--- src/rtl/inst_fetch.sv ---
// IF-stage fetch unit: owns the PC, issues one outstanding imem request at a time and
// holds the fetched instruction in a registered output buffer for the IF/ID register.
module inst_fetch #(
   parameter logic [31:0] RESET_PC = 32'h0000_0000,
   parameter logic [31:0] PC_INC   = 32'd4
) (
   input  logic        clk,
   input  logic        rst,
   input  logic        stall,
   input  logic        flush,
   input  logic [31:0] flush_pc,
   input  logic        branch_flag,
   input  logic [31:0] branch_target,
   output logic        imem_req,
   output logic [31:0] imem_addr,
   input  logic        imem_gnt,
   input  logic        imem_rvalid,
   input  logic [31:0] imem_rdata,
   output logic [31:0] if_pc,
   output logic [31:0] if_inst,
   output logic        if_valid
);

   typedef enum logic [0:0] {FETCH = 1'b0, WAIT = 1'b1} state_e;

   state_e      state_q, state_d;
   logic [31:0] pc_q, pc_d;
   logic [31:0] inflight_pc_q, inflight_pc_d;
   logic [31:0] buf_pc_q, buf_pc_d;
   logic [31:0] buf_inst_q, buf_inst_d;
   logic        buf_valid_q, buf_valid_d;
   logic        drop_q, drop_d;
   logic        consume_s, redirect_s, fill_s;
   logic [31:0] target_s;

   // Handshake qualifiers and the request, which must be suppressed in the redirect cycle
   always_comb begin
      consume_s  = buf_valid_q & ~stall;
      redirect_s = flush | branch_flag;
      target_s   = flush ? flush_pc : branch_target;
      imem_req   = ~rst & (state_q == FETCH) & (~buf_valid_q | consume_s) & ~redirect_s;
      imem_addr  = pc_q;
   end

   // Next-state logic: fetch sequencing, buffer fill/consume, redirect squash
   always_comb begin
      state_d       = state_q;
      pc_d          = pc_q;
      inflight_pc_d = inflight_pc_q;
      buf_pc_d      = buf_pc_q;
      buf_inst_d    = buf_inst_q;
      buf_valid_d   = buf_valid_q;
      drop_d        = drop_q;
      fill_s        = 1'b0;

      case (state_q)
         FETCH: begin
            if (imem_req && imem_gnt) begin
               inflight_pc_d = pc_q;
               pc_d          = pc_q + PC_INC;
               state_d       = WAIT;
               drop_d        = 1'b0;
            end else begin
               state_d = FETCH;
            end
         end
         WAIT: begin
            if (imem_rvalid) begin
               state_d = FETCH;
               drop_d  = 1'b0;
               fill_s  = ~drop_q & ~redirect_s;
            end else begin
               state_d = WAIT;
            end
         end
         default: begin
            state_d = FETCH;
         end
      endcase

      // Buffer fields are zeroed whenever empty so the outputs read as NOP directly
      if (fill_s) begin
         buf_valid_d = 1'b1;
         buf_pc_d    = inflight_pc_q;
         buf_inst_d  = imem_rdata;
      end else if (consume_s) begin
         buf_valid_d = 1'b0;
         buf_pc_d    = 32'h0;
         buf_inst_d  = 32'h0;
      end else begin
         buf_valid_d = buf_valid_q;
      end

      if (redirect_s) begin
         pc_d        = target_s;
         buf_valid_d = 1'b0;
         buf_pc_d    = 32'h0;
         buf_inst_d  = 32'h0;
         // A response still owed for the squashed fetch must be swallowed when it lands
         if (state_q == WAIT && !imem_rvalid) begin
            drop_d = 1'b1;
         end else begin
            drop_d = drop_d;
         end
      end else begin
         pc_d = pc_d;
      end
   end

   // State registers with synchronous reset
   always_ff @(posedge clk) begin
      if (rst) begin
         state_q       <= FETCH;
         pc_q          <= RESET_PC;
         inflight_pc_q <= 32'h0;
         buf_pc_q      <= 32'h0;
         buf_inst_q    <= 32'h0;
         buf_valid_q   <= 1'b0;
         drop_q        <= 1'b0;
      end else begin
         state_q       <= state_d;
         pc_q          <= pc_d;
         inflight_pc_q <= inflight_pc_d;
         buf_pc_q      <= buf_pc_d;
         buf_inst_q    <= buf_inst_d;
         buf_valid_q   <= buf_valid_d;
         drop_q        <= drop_d;
      end
   end

   assign if_valid = buf_valid_q;
   assign if_pc    = buf_pc_q;
   assign if_inst  = buf_inst_q;

endmodule
--- config.mk ---
export PLATFORM = sky130hd
export DESIGN_NAME = inst_fetch
export DESIGN_NICKNAME = d
export VERILOG_FILES = /design/src/rtl/inst_fetch.sv
export SDC_FILE = /design/constraint.sdc
export NUM_CORES = 1
export LEC_CHECK = 0
export CAP_MARGIN = 20
export CELL_PAD_IN_SITES_DETAIL_PLACEMENT = 1
export CELL_PAD_IN_SITES_GLOBAL_PLACEMENT = 1
export CORE_AREA = 2 2 153 155
export CTS_CLUSTER_DIAMETER = 120
export DETAILED_ROUTE_END_ITERATION = 16
export DIE_AREA = 0 0 155 157
export MAX_ROUTING_LAYER = met4
export PLACE_DENSITY = 0.69
export SLEW_MARGIN = 20
export SYNTH_ARGS = -nofsm -noshare
export SYNTH_HDL_FRONTEND = slang
export SYNTH_SLANG_ARGS = --single-unit
--- constraint.sdc ---
create_clock -name clk -period 1.97 [get_ports clk]
set_clock_uncertainty 0.05 [all_clocks]
set_input_delay 0.394 -clock clk [delete_from_list [all_inputs] [get_ports clk]]
set_output_delay 0.394 -clock clk [all_outputs]
set_load 0.05 [all_outputs]
==> results of run 1 <==
## worst max-delay path, delay by kind of cell, from the launching register on
kind / cells / cell delay, ns
fa+ha+maj: 1 / 0.21
buf+inv: 1 / 0.15
xor+xnor: 1 / 0.18
simple gates: 3 / 0.57
compound gates: 1 / 0.28
flops: 1 / 0.37
## power by group through the flow
stage	sequential [mW]	clock, mW	combinational (mW)
global placement	2.83	0	0.936
detailed placement	2.83	0	0.945
finish	2.77	3.33	0.945
floorplan	3.00	0	0.254
CTS	2.77	3.42	0.948
global route	2.78	3.55	1.01
## cell type report
class | count | area [µm²] | area share, %
multi-input cells | 474 | 2750 | 31.0
flip-flops and latches | 131 | 2640 | 29.8
repair buffers | 278 | 2470 | 27.9
clock buffers | 17 | 425 | 4.80
well taps | 285 | 357 | 4.02
clock inverters | 15 | 193 | 2.17
inverters | 5 | 18.8 | 0.212
diodes | 2 | 5.00 | 0.0565
## flip-flops by register name, indices dropped and copies added, names as in the netlist
name	flops
if_valid	1
imem_addr	32
if_inst	32
inflight_pc_q	32
if_pc	32
drop_q	1
state_q	1
## how the worst min path moves through the flow
stage	startpoint	end
2_1_floorplan	inflight_pc_q[0]	inflight_pc_q[0]
3_3_place_gp	inflight_pc_q[4]	inflight_pc_q[4]
3_5_place_dp	inflight_pc_q[2]	inflight_pc_q[2]
4_1_cts	rst	inflight_pc_q[17]
5_1_grt	rst	inflight_pc_q[15]
6_report	rst	inflight_pc_q[15]
## placed cells by master, fill, tap and decap left out, types with 6 or more instances in the layout
master | netlist | final
dlygate4sd2_1 | 0 | 36
o21ai_0 | 21 | 21
and3_1 | 10 | 10
dfxtp_1 | 131 | 121
clkbuf_16 | 0 | 17
nand4_1 | 9 | 9
a22oi_1 | 64 | 64
nand3_1 | 13 | 13
mux2i_1 | 6 | 6
clkdlybuf4s50_1 | 0 | 98
xnor2_1 | 9 | 9
inv_6 | 0 | 6
buf_12 | 0 | 8
a21oi_1 | 54 | 54
nor2_1 | 105 | 104
buf_4 | 4 | 135
xor2_1 | 9 | 9
nand2_1 | 92 | 92
a211oi_1 | 17 | 16
dfxtp_2 | 0 | 9
## timing repair
item	CTS	global route
gates cloned	0	0
setup endpoints to repair	34	10
pin swaps	1	1
gates resized for setup	38	9
## logic make-up (layout without fill, tap and decap cells)
| family | count (synthesis) | after routing | synth area share (%) |
|---|---|---|---|
| xor+xnor | 18 | 18 | 2.83 |
| flops | 131 | 131 | 47.1 |
| buf+inv | 57 | 315 | 4.41 |
| other cells | 0 | 2 | 0 |
| mux | 7 | 7 | 1.28 |
| fa+ha+maj | 1 | 1 | 0.225 |
| compound gates | 180 | 180 | 21.5 |
| simple gates | 268 | 268 | 22.6 |
## cell usage after synthesis (all sizes together) (2+ instances only)
cell | n | share of area, %
nor2 | 105 | 7.1
xnor2 | 9 | 1.4
nor4 | 7 | 1.5
dfxtp | 131 | 47
a221oi | 3 | 0.47
buf | 22 | 2.0
a2111oi | 3 | 0.47
nand2 | 93 | 6.3
a211oi | 19 | 2.7
and2 | 5 | 0.56
a2bb2oi | 2 | 0.31
o21ai | 21 | 1.9
a22oi | 64 | 8.6
inv | 5 | 0.34
and3 | 10 | 1.1
nand4 | 10 | 1.4
and4 | 8 | 1.3
or3 | 2 | 0.22
a21o | 2 | 0.27
o22ai | 3 | 0.34
a21oi | 56 | 5.3
nand2b | 3 | 0.34
nor3 | 9 | 1.2
clkbuf | 30 | 2.0
xor2 | 9 | 1.4
nand3 | 14 | 1.3
mux2i | 6 | 1.1
## layer usage
metal	share of wire, %	GRT usage [%]
met1	48	22.1
met2	46	26.5
met3	5.0	3.94
met4	1.2	4.89
met5	0	-
## stage by stage
stage | setup TNS [ns] | setup WS [ns]
global placement | -24.10 | -0.286
global route | -0.0426 | -0.0405
CTS | 0 | 0.0128
detailed placement | -29.75 | -0.357
finish | 0 | 0.0557
floorplan | -0.106 | -0.106
==> results.tsv, run 1 <==
stage	metric	value	unit
finish	Nets	1011	
run_status	status	finished, final reports clean	
synth	syn_nets	766	
worst_setup_path	critical path capture point	imem_addr[26]	
sta	final hold vios	0	
sta	Worst Tran Pin Value	0.753	ns
floorplanning	die extent in x	155	µm
min_path	worst hold path class	input port to flop	
synth	EDFF count, synth	0	
worst_setup_path	crit end category	flop	
worst_setup_path	CP max stage cell	dfxtp_2	
global_route	largest net degree at the start of global routing	69	
worst_setup_path	crit path from	imem_addr[2]	
worst_setup_path	CP Data Required Time	2.24	ns
synth	Post-synth ARST share	0	%
power_and_ir_drop	cell area power density	795	nW/µm²
clocking	cts bufs inserted	17	
power_and_ir_drop	Internal Pwr Total	5.17	mW
worst_setup_path	reg-to-reg critical path startpoint	imem_addr[2]	
sta	period utilization	97.2	%
power_and_ir_drop	LEAKAGE	3.47	nW
floorplanning	die area	24300	µm²
power_and_ir_drop	clock power share	47.3	%
floorplanning	Die Y	157	µm
drt	Remaining DRCs	0	
worst_setup_path	worst reg2reg path depth	7	
power_and_ir_drop	total chip power	7.04	mW
sta	fin crit period	1.91	ns
drt	DRT antenna net count	0	
power_and_ir_drop	Switching Share	26.6	%
synth	sequential share of the synthesized area	47.1	%
job	max-cap violations	0	
finish	filler instances	2636	
sta	Max Fclk	522	MHz
clocking	Reg clk slew, reported paths	0.07	ns
power_and_ir_drop	combinational power share	13.4	%
sta	Worst Hold Slack	0.390	ns
floorplanning	total core area	22500	µm²
finish	fin cells	1207	
drt	WL/cell	16.7	µm
drt	final wirelength	20100	µm
worst_setup_path	Critical R2R Capture	imem_addr[26]	
global_route	GR Util All Layers	17.0	%
synth	Synth cell types	51	
floorplanning	num rows	55	
clocking	CTS tree	built	
global_route	first-pass GRT wire length	31400	µm
worst_setup_path	CP peak stage delay	0.37	ns
synth	syn_area_per_cell	8.40	µm²
drt	initial DRC count	296	
finish	share of layout cells above drive strength 1	23.2	%
global_route	GRT overflow	0	
clocking	CTS H-tree lvls	4	
clocking	CTS root buf	clkbuf_16	
worst_setup_path	R2R setup slack	0.06	ns
place	placed cell count	1173	
drt	Vias/cell	4.78	
finish	area grow syn2layout	59.2	%
sta	# setup viols final	0	
sta	Slew Viols, Final	0	
global_route	vias in the first global route	5670	
floorplanning	I/O Pins	201	
place	gpl congestion	0.807	
clocking	Post-CTS Setup Inserts	0	
min_path	Worst Hold Path Cells	3	
power_and_ir_drop	sequential share of power	39.3	%
synth	Seq cells post-synth	131	
synth	synthesized area	5560	µm²
global_route	initial antenna violation count	2	
worst_setup_path	CP Max Fanout	6	
place	Port Buffers	200	
synth	synth warn	0	
floorplanning	Initial Util	24.7	%
place	placed inst area	8250	µm²
power_and_ir_drop	P_sw	1.88	mW
drt	router iterations before antenna repair	4	
finish	post-route cell area	8860	µm²
synth	post-synthesis cell count	662	
drt	vias post-DR	5768	
power_and_ir_drop	Peak VDD IR	0.000658	V
clocking	maximum root-to-sink buffer count	2	
worst_setup_path	CP Data Arrival Time	2.19	ns
worst_setup_path	startpoint types	flop	
clocking	Sinks on Clock Net	131	
synth	Top FF cell, synth	dfxtp_1	
worst_setup_path	CP cell instances	ha_2, and4_4, and3_1, buf_4, nand4_1, xor2_1, a211oi_2	
clocking	CTS Hold Buffers Added	0	
place	post-detail-place hpwl	15000	µm
finish	final core utilization	39.4	%
sta	slew margin rel.	49.8	%
clocking	worst skew pair latency	0.42	ns
worst_setup_path	Crit Path Class	flop to flop	
(Power assumes the default switching activity.)
==> run 2: changes to the inputs <==
--- a/config.mk
+++ b/config.mk
@@ -8,12 +8,13 @@
 export CAP_MARGIN = 20
 export CELL_PAD_IN_SITES_DETAIL_PLACEMENT = 1
 export CELL_PAD_IN_SITES_GLOBAL_PLACEMENT = 1
-export CORE_AREA = 2 2 153 155
+export CORE_AREA = 2 2 135 137
 export CTS_CLUSTER_DIAMETER = 120
 export DETAILED_ROUTE_END_ITERATION = 16
-export DIE_AREA = 0 0 155 157
+export DIE_AREA = 0 0 137 139
 export MAX_ROUTING_LAYER = met4
-export PLACE_DENSITY = 0.69
+export PLACE_DENSITY = 0.84
+export SKIP_CTS_REPAIR_TIMING = 1
 export SLEW_MARGIN = 20
 export SYNTH_ARGS = -nofsm -noshare
 export SYNTH_HDL_FRONTEND = slang
==> run 2 against run 1 <==
Effect of this change:
- first-iteration DRC count is 4.1% lower
- sequential cell count unchanged
- final cell count is 5.2% lower
- sequential share of layout area increased by 0.075 points
- register-to-register slack about the same
- via count rose by 0.76%
- critical path depth is 2 lower
- combinational power fell by 1%
- count of clock-buffer cells in the layout did not move
- clock power is 5% lower
==> results.tsv, run 2 (synthesis results as in run 1) <==
stage	metric	value	unit
run_status	status	finished, final reports clean	
floorplanning	I/O Pins	201	
drt	vias post-DR	5812	
worst_setup_path	R2R setup slack	0.05	ns
floorplanning	total core area	17700	µm²
clocking	cts bufs inserted	17	
floorplanning	die extent in x	137	µm
finish	most frequent cells in the layout	126 x buf_4, 120 x dfxtp_1, 104 x nor2_1	
worst_setup_path	CP Data Required Time	1.53	ns
drt	WL/cell	17.4	µm
floorplanning	Initial Util	31.5	%
finish	Nets	1006	
floorplanning	num rows	49	
clocking	CTS H-tree lvls	4	
global_route	GRT overflow	0	
finish	register area	2640	µm²
worst_setup_path	reg-to-reg critical path startpoint	imem_addr[3]	
global_route	initial antenna violation count	0	
floorplanning	die area	19000	µm²
min_path	HP Start	rst	
sta	unrepaired setup endpoints after global routing	yes	
floorplanning	Die Y	139	µm
finish	diode count	0	
global_route	vias in the first global route	5928	
place	Port Buffers	200	
power_and_ir_drop	Peak VDD IR	0.000625	V
global_route	GR Util All Layers	21.5	%
finish	share of layout cells above drive strength 1	22.0	%
place	post-detail-place hpwl	14600	µm
power_and_ir_drop	combinational power share	13.6	%
finish	multi-input logic area	2740	µm²
power_and_ir_drop	cell area power density	777	nW/µm²
drt	router iterations before antenna repair	4	
drt	Vias/cell	5.08	
drt	initial DRC count	284	
sta	final hold vios	0	
clocking	worst skew pair latency	0.43	ns
worst_setup_path	Critical R2R Capture	imem_addr[24]	
power_and_ir_drop	Switching Share	26.9	%
worst_setup_path	startpoint types	flop	
finish	most common cell after layout, fill and taps aside	buf_4	
clocking	CTS tree	built	
global_route	largest net degree at the start of global routing	69	
min_path	worst hold path class	input port to flop	
power_and_ir_drop	Internal Pwr Total	5.03	mW
drt	final wirelength	19900	µm
job	max-cap violations	0	
finish	filler instances	2028	
place	placed cell count	1112	
worst_setup_path	crit end category	output port	
drt	Remaining DRCs	0	
sta	Slew Viols, Final	0	
drt	DRT antenna net count	0	
sta	Max Fclk	509	MHz
sta	slew margin rel.	49.0	%
sta	Worst Tran Pin Value	0.765	ns
worst_setup_path	CP Max Fanout	5	
power_and_ir_drop	sequential share of power	40.2	%
worst_setup_path	CP Data Arrival Time	1.52	ns
clocking	Reg clk slew, reported paths	0.06	ns
sta	period utilization	99.8	%
power_and_ir_drop	clock power share	46.2	%
sta	fin crit period	1.97	ns
worst_setup_path	worst reg2reg path depth	7	
power_and_ir_drop	total chip power	6.89	mW
worst_setup_path	Crit Path Class	flop to output port	
worst_setup_path	crit path from	if_valid	
finish	area grow syn2layout	59.2	%
place	gpl congestion	0.893	
power_and_ir_drop	P_sw	1.85	mW
clocking	maximum root-to-sink buffer count	2	
global_route	first-pass GRT wire length	31300	µm
clocking	CTS root buf	clkbuf_16	
min_path	Worst Hold Path Cells	2	
power_and_ir_drop	LEAKAGE	4.00	nW
sta	# setup viols final	0	
finish	fin cells	1144	
min_path	Hold EP	imem_addr[18]	
clocking	Sinks on Clock Net	131	
==> run 2: cell types whose count changed in the layout (fill, tap and decap cells not counted), sizes merged <==
cell,change
inv,-1
dlygate4sd2,-36
bufinv,-1
clkinv,+5
buf,-10
diode,-2
dlymetal6s2s,+41
clkinvlp,-3
==> run 2: cell type report <==
cell class                 instances  share of cell area, %
clock inverter                    15                   1.94
clock buffer                      17                   4.80
tap                              229                   3.23
multi-input combinational        474                   30.9
timing repair buffer             273                   29.1
inverter                           5                  0.212
sequential                       131                   29.8
==> run 2: metrics by stage <==
| stage | setup slack, ns | hold WS [ns] | TNS, ns | util [%] | area [µm²] |
|---|---|---|---|---|---|
| CTS | -0.260 | 0.191 | -2.50 | 49.4 | 8730 |
| global placement | -0.264 | 0.395 | -25.22 | 46.1 | 8130 |
| floorplan | -0.106 | 0.387 | -0.106 | - | 5580 |
| global route | -0.0283 | 0.231 | -0.0283 | 50.2 | 8860 |
| finish | 0.00383 | 0.222 | 0 | 50.2 | 8860 |
| detailed placement | -0.358 | 0.400 | -31.65 | 46.1 | 8130 |
==> run 2: how the worst max path moves through the flow <==
stage / slack [ns] / to
final: 0.004 / imem_req
after global routing: -0.03 / imem_req
after global placement: -0.26 / imem_addr[10]
after floorplan: -0.11 / imem_req
after detailed placement: -0.36 / if_inst[6]
after CTS: -0.26 / imem_req
==> run 2: power by group through the flow <==
stage               sequential, mW  clock, mW  combinational [mW]
floorplan                     3.00          0               0.254
global placement              2.83          0               0.915
detailed placement            2.83          0               0.927
CTS                           2.77       3.25               0.935
global route                  2.78       3.36               0.994
finish                        2.77       3.18               0.935
==> run 2: worst max-delay path, cell delays in order (launching register included) <==
cell	delay, ns
dfxtp_4	0.37
a21o_1	0.19
buf_4	0.16
buf_4	0.14
nor2_4	0.10
buf_12	0.15
==> run 2: per-layer routing <==
layer	vias to the layer above	GRT usage [%]	part of all wire [%]
met3	24	5.34	5.9
li1	2830	-	-
met4	0	6.13	1.6
met1	2778	27.0	45
met2	180	33.9	48
met5	-	-	0
==> run 3: changes to the inputs <==
--- a/config.mk
+++ b/config.mk
@@ -14,6 +14,7 @@
 export DIE_AREA = 0 0 137 139
 export MAX_ROUTING_LAYER = met4
 export PLACE_DENSITY = 0.84
+export RECOVER_POWER = 50
 export SKIP_CTS_REPAIR_TIMING = 1
 export SLEW_MARGIN = 20
 export SYNTH_ARGS = -nofsm -noshare
==> run 3 against run 2 <==
Effect of this change:
- core utilization decreased by 0.72 points
- combinational power decreased by 0.6%
- count of clock-buffer cells in the layout unchanged
- sequential cell count unchanged
- largest cell class unchanged
==> results.tsv, run 3 (synthesis results as in run 1) <==
stage	metric	value	unit
run_status	status	finished, final reports clean	
job	max-cap violations	0	
drt	Vias/cell	5.10	
global_route	GR Util All Layers	21.5	%
place	worst slack at placement	-0.358	ns
clocking	Reg clk slew, reported paths	0.06	ns
global_route	GRT overflow	0	
finish	diode count	0	
min_path	HP Start	rst	
clocking	CTS H-tree lvls	4	
clocking	worst skew pair latency	0.43	ns
sta	Worst Hold Slack	0.220	ns
worst_setup_path	crit end category	output port	
finish	area grow syn2layout	56.9	%
worst_setup_path	CP Data Arrival Time	1.52	ns
sta	fin worst setup slack	0.00482	ns
clocking	CTS root buf	clkbuf_16	
global_route	vias in the first global route	5928	
min_path	Hold EP	imem_addr[18]	
power_and_ir_drop	clock power share	46.2	%
worst_setup_path	CP max stage cell	dfxtp_4	
worst_setup_path	startpoint types	flop	
power_and_ir_drop	LEAKAGE	3.85	nW
floorplanning	total core area	17700	µm²
power_and_ir_drop	Internal Pwr Total	5.03	mW
clocking	CTS tree	built	
power_and_ir_drop	combinational power share	13.5	%
sta	fin crit period	1.97	ns
worst_setup_path	Crit Path Class	flop to output port	
power_and_ir_drop	sequential share of power	40.3	%
sta	unrepaired setup endpoints after global routing	yes	
sta	final hold vios	0	
place	gpl congestion	0.893	
clocking	maximum root-to-sink buffer count	2	
worst_setup_path	Critical R2R Capture	imem_addr[24]	
finish	multi-input logic area	2740	µm²
worst_setup_path	CP Max Fanout	5	
finish	fin cells	1144	
clocking	Sinks on Clock Net	131	
sta	Max Fclk	509	MHz
sta	period utilization	99.8	%
floorplanning	die extent in x	137	µm
worst_setup_path	Crit path top cell by count	buf_4	
worst_setup_path	CP peak stage delay	0.37	ns
worst_setup_path	worst reg2reg path depth	7	
finish	most frequent cells in the layout	120 x dfxtp_1, 104 x nor2_1, 98 x clkdlybuf4s50_1	
sta	Slew Viols, Final	0	
worst_setup_path	reg-to-reg critical path startpoint	imem_addr[3]	
floorplanning	I/O Pins	201	
power_and_ir_drop	Peak VDD IR	0.000623	V
drt	final wirelength	20000	µm
sta	# setup viols final	0	
finish	share of layout cells above drive strength 1	18.6	%
global_route	largest net degree at the start of global routing	69	
clocking	cts bufs inserted	17	
drt	vias post-DR	5837	
power_and_ir_drop	total chip power	6.87	mW
finish	Nets	1006	
place	Port Buffers	200	
sta	slew margin rel.	49.0	%
worst_setup_path	CP cell instances	a21o_1, buf_4, buf_4, nor2_4, buf_12	
power_and_ir_drop	Switching Share	26.9	%
place	placed cell count	1112	
worst_setup_path	CP Buf/Inv Count	3	
floorplanning	Die Y	139	µm
drt	router iterations before antenna repair	4	
finish	most common cell after layout, fill and taps aside	dfxtp_1	
drt	initial DRC count	248	
min_path	Worst Hold Path Cells	2	
finish	filler instances	2049	
floorplanning	Initial Util	31.5	%
finish	register area	2640	µm²
sta	Worst Tran Pin Value	0.766	ns
min_path	worst hold path class	input port to flop	
worst_setup_path	CP Data Required Time	1.53	ns
floorplanning	num rows	49	
drt	WL/cell	17.4	µm
drt	DRT antenna net count	0	
drt	Remaining DRCs	0	
finish	post-route cell area	8730	µm²
place	post-detail-place hpwl	14600	µm
worst_setup_path	cell family with most CP delay	buffers and inverters	
global_route	first-pass GRT wire length	31300	µm
floorplanning	die area	19000	µm²
power_and_ir_drop	P_sw	1.85	mW
place	placed inst area	8130	µm²
worst_setup_path	crit path from	if_valid	
worst_setup_path	R2R setup slack	0.06	ns
power_and_ir_drop	cell area power density	787	nW/µm²
global_route	initial antenna violation count	0	
-- run 3: cell types whose count changed in the layout (fill, tap and decap cells not counted), sizes merged --
cell          before  now
dlymetal6s2s      41   40
buf              134  102
clkbuf            17   50
-- run 3: worst max-delay path by stage --
stage / end / slack (ns) / cells past startpoint
2_1_floorplan: imem_req / -0.11 / 5
3_3_place_gp: imem_addr[10] / -0.26 / 7
3_5_place_dp: if_inst[6] / -0.36 / 6
4_1_cts: imem_req / -0.26 / 4
5_1_grt: imem_req / -0.03 / 5
6_report: imem_req / 0.005 / 5
-- run 3: layout make-up --
class,count,share of cell area [%]
clock buffers,17,4.87
multi-input cells,474,31.3
flip-flops and latches,131,30.3
well taps,229,3.28
repair buffers,273,28.0
inverters,5,0.215
clock inverters,15,1.96
-- run 3: metal layers --
layer / track usage, % / wire length, µm / vias to the layer above
met2: 33.9 / 9510 / 187
met4: 6.13 / 323 / 0
met5: - / 0 / -
met1: 27.0 / 8960 / 2798
li1: - / - / 2828
met3: 5.34 / 1160 / 24
-- run 3: stage by stage --
stage | util (%) | TNS (ns)
after global routing | 49.4 | -0.0283
after global placement | 46.1 | -25.22
after floorplan | - | -0.106
final | 49.4 | 0
after detailed placement | 46.1 | -31.65
after CTS | 49.4 | -2.50
-- run 3: worst register-to-register path, delay by kind of cell, from the launching register on --
family / cells / cell delay, ns
AOI/OAI and AO/OA: 1 / 0.28
adders and majority gates: 1 / 0.20
xor gates and xnor gates: 1 / 0.16
buffers and inverters: 1 / 0.18
and+or+nand+nor: 3 / 0.57
DFF: 1 / 0.38
-- run 3: power groups by stage --
stage | Clock [mW] | Sequential [mW] | Combinational, mW
6_report | 3.18 | 2.77 | 0.929
3_5_place_dp | 0 | 2.83 | 0.927
3_3_place_gp | 0 | 2.83 | 0.915
4_1_cts | 3.25 | 2.77 | 0.935
5_1_grt | 3.36 | 2.78 | 0.987
2_1_floorplan | 0 | 3.00 | 0.254
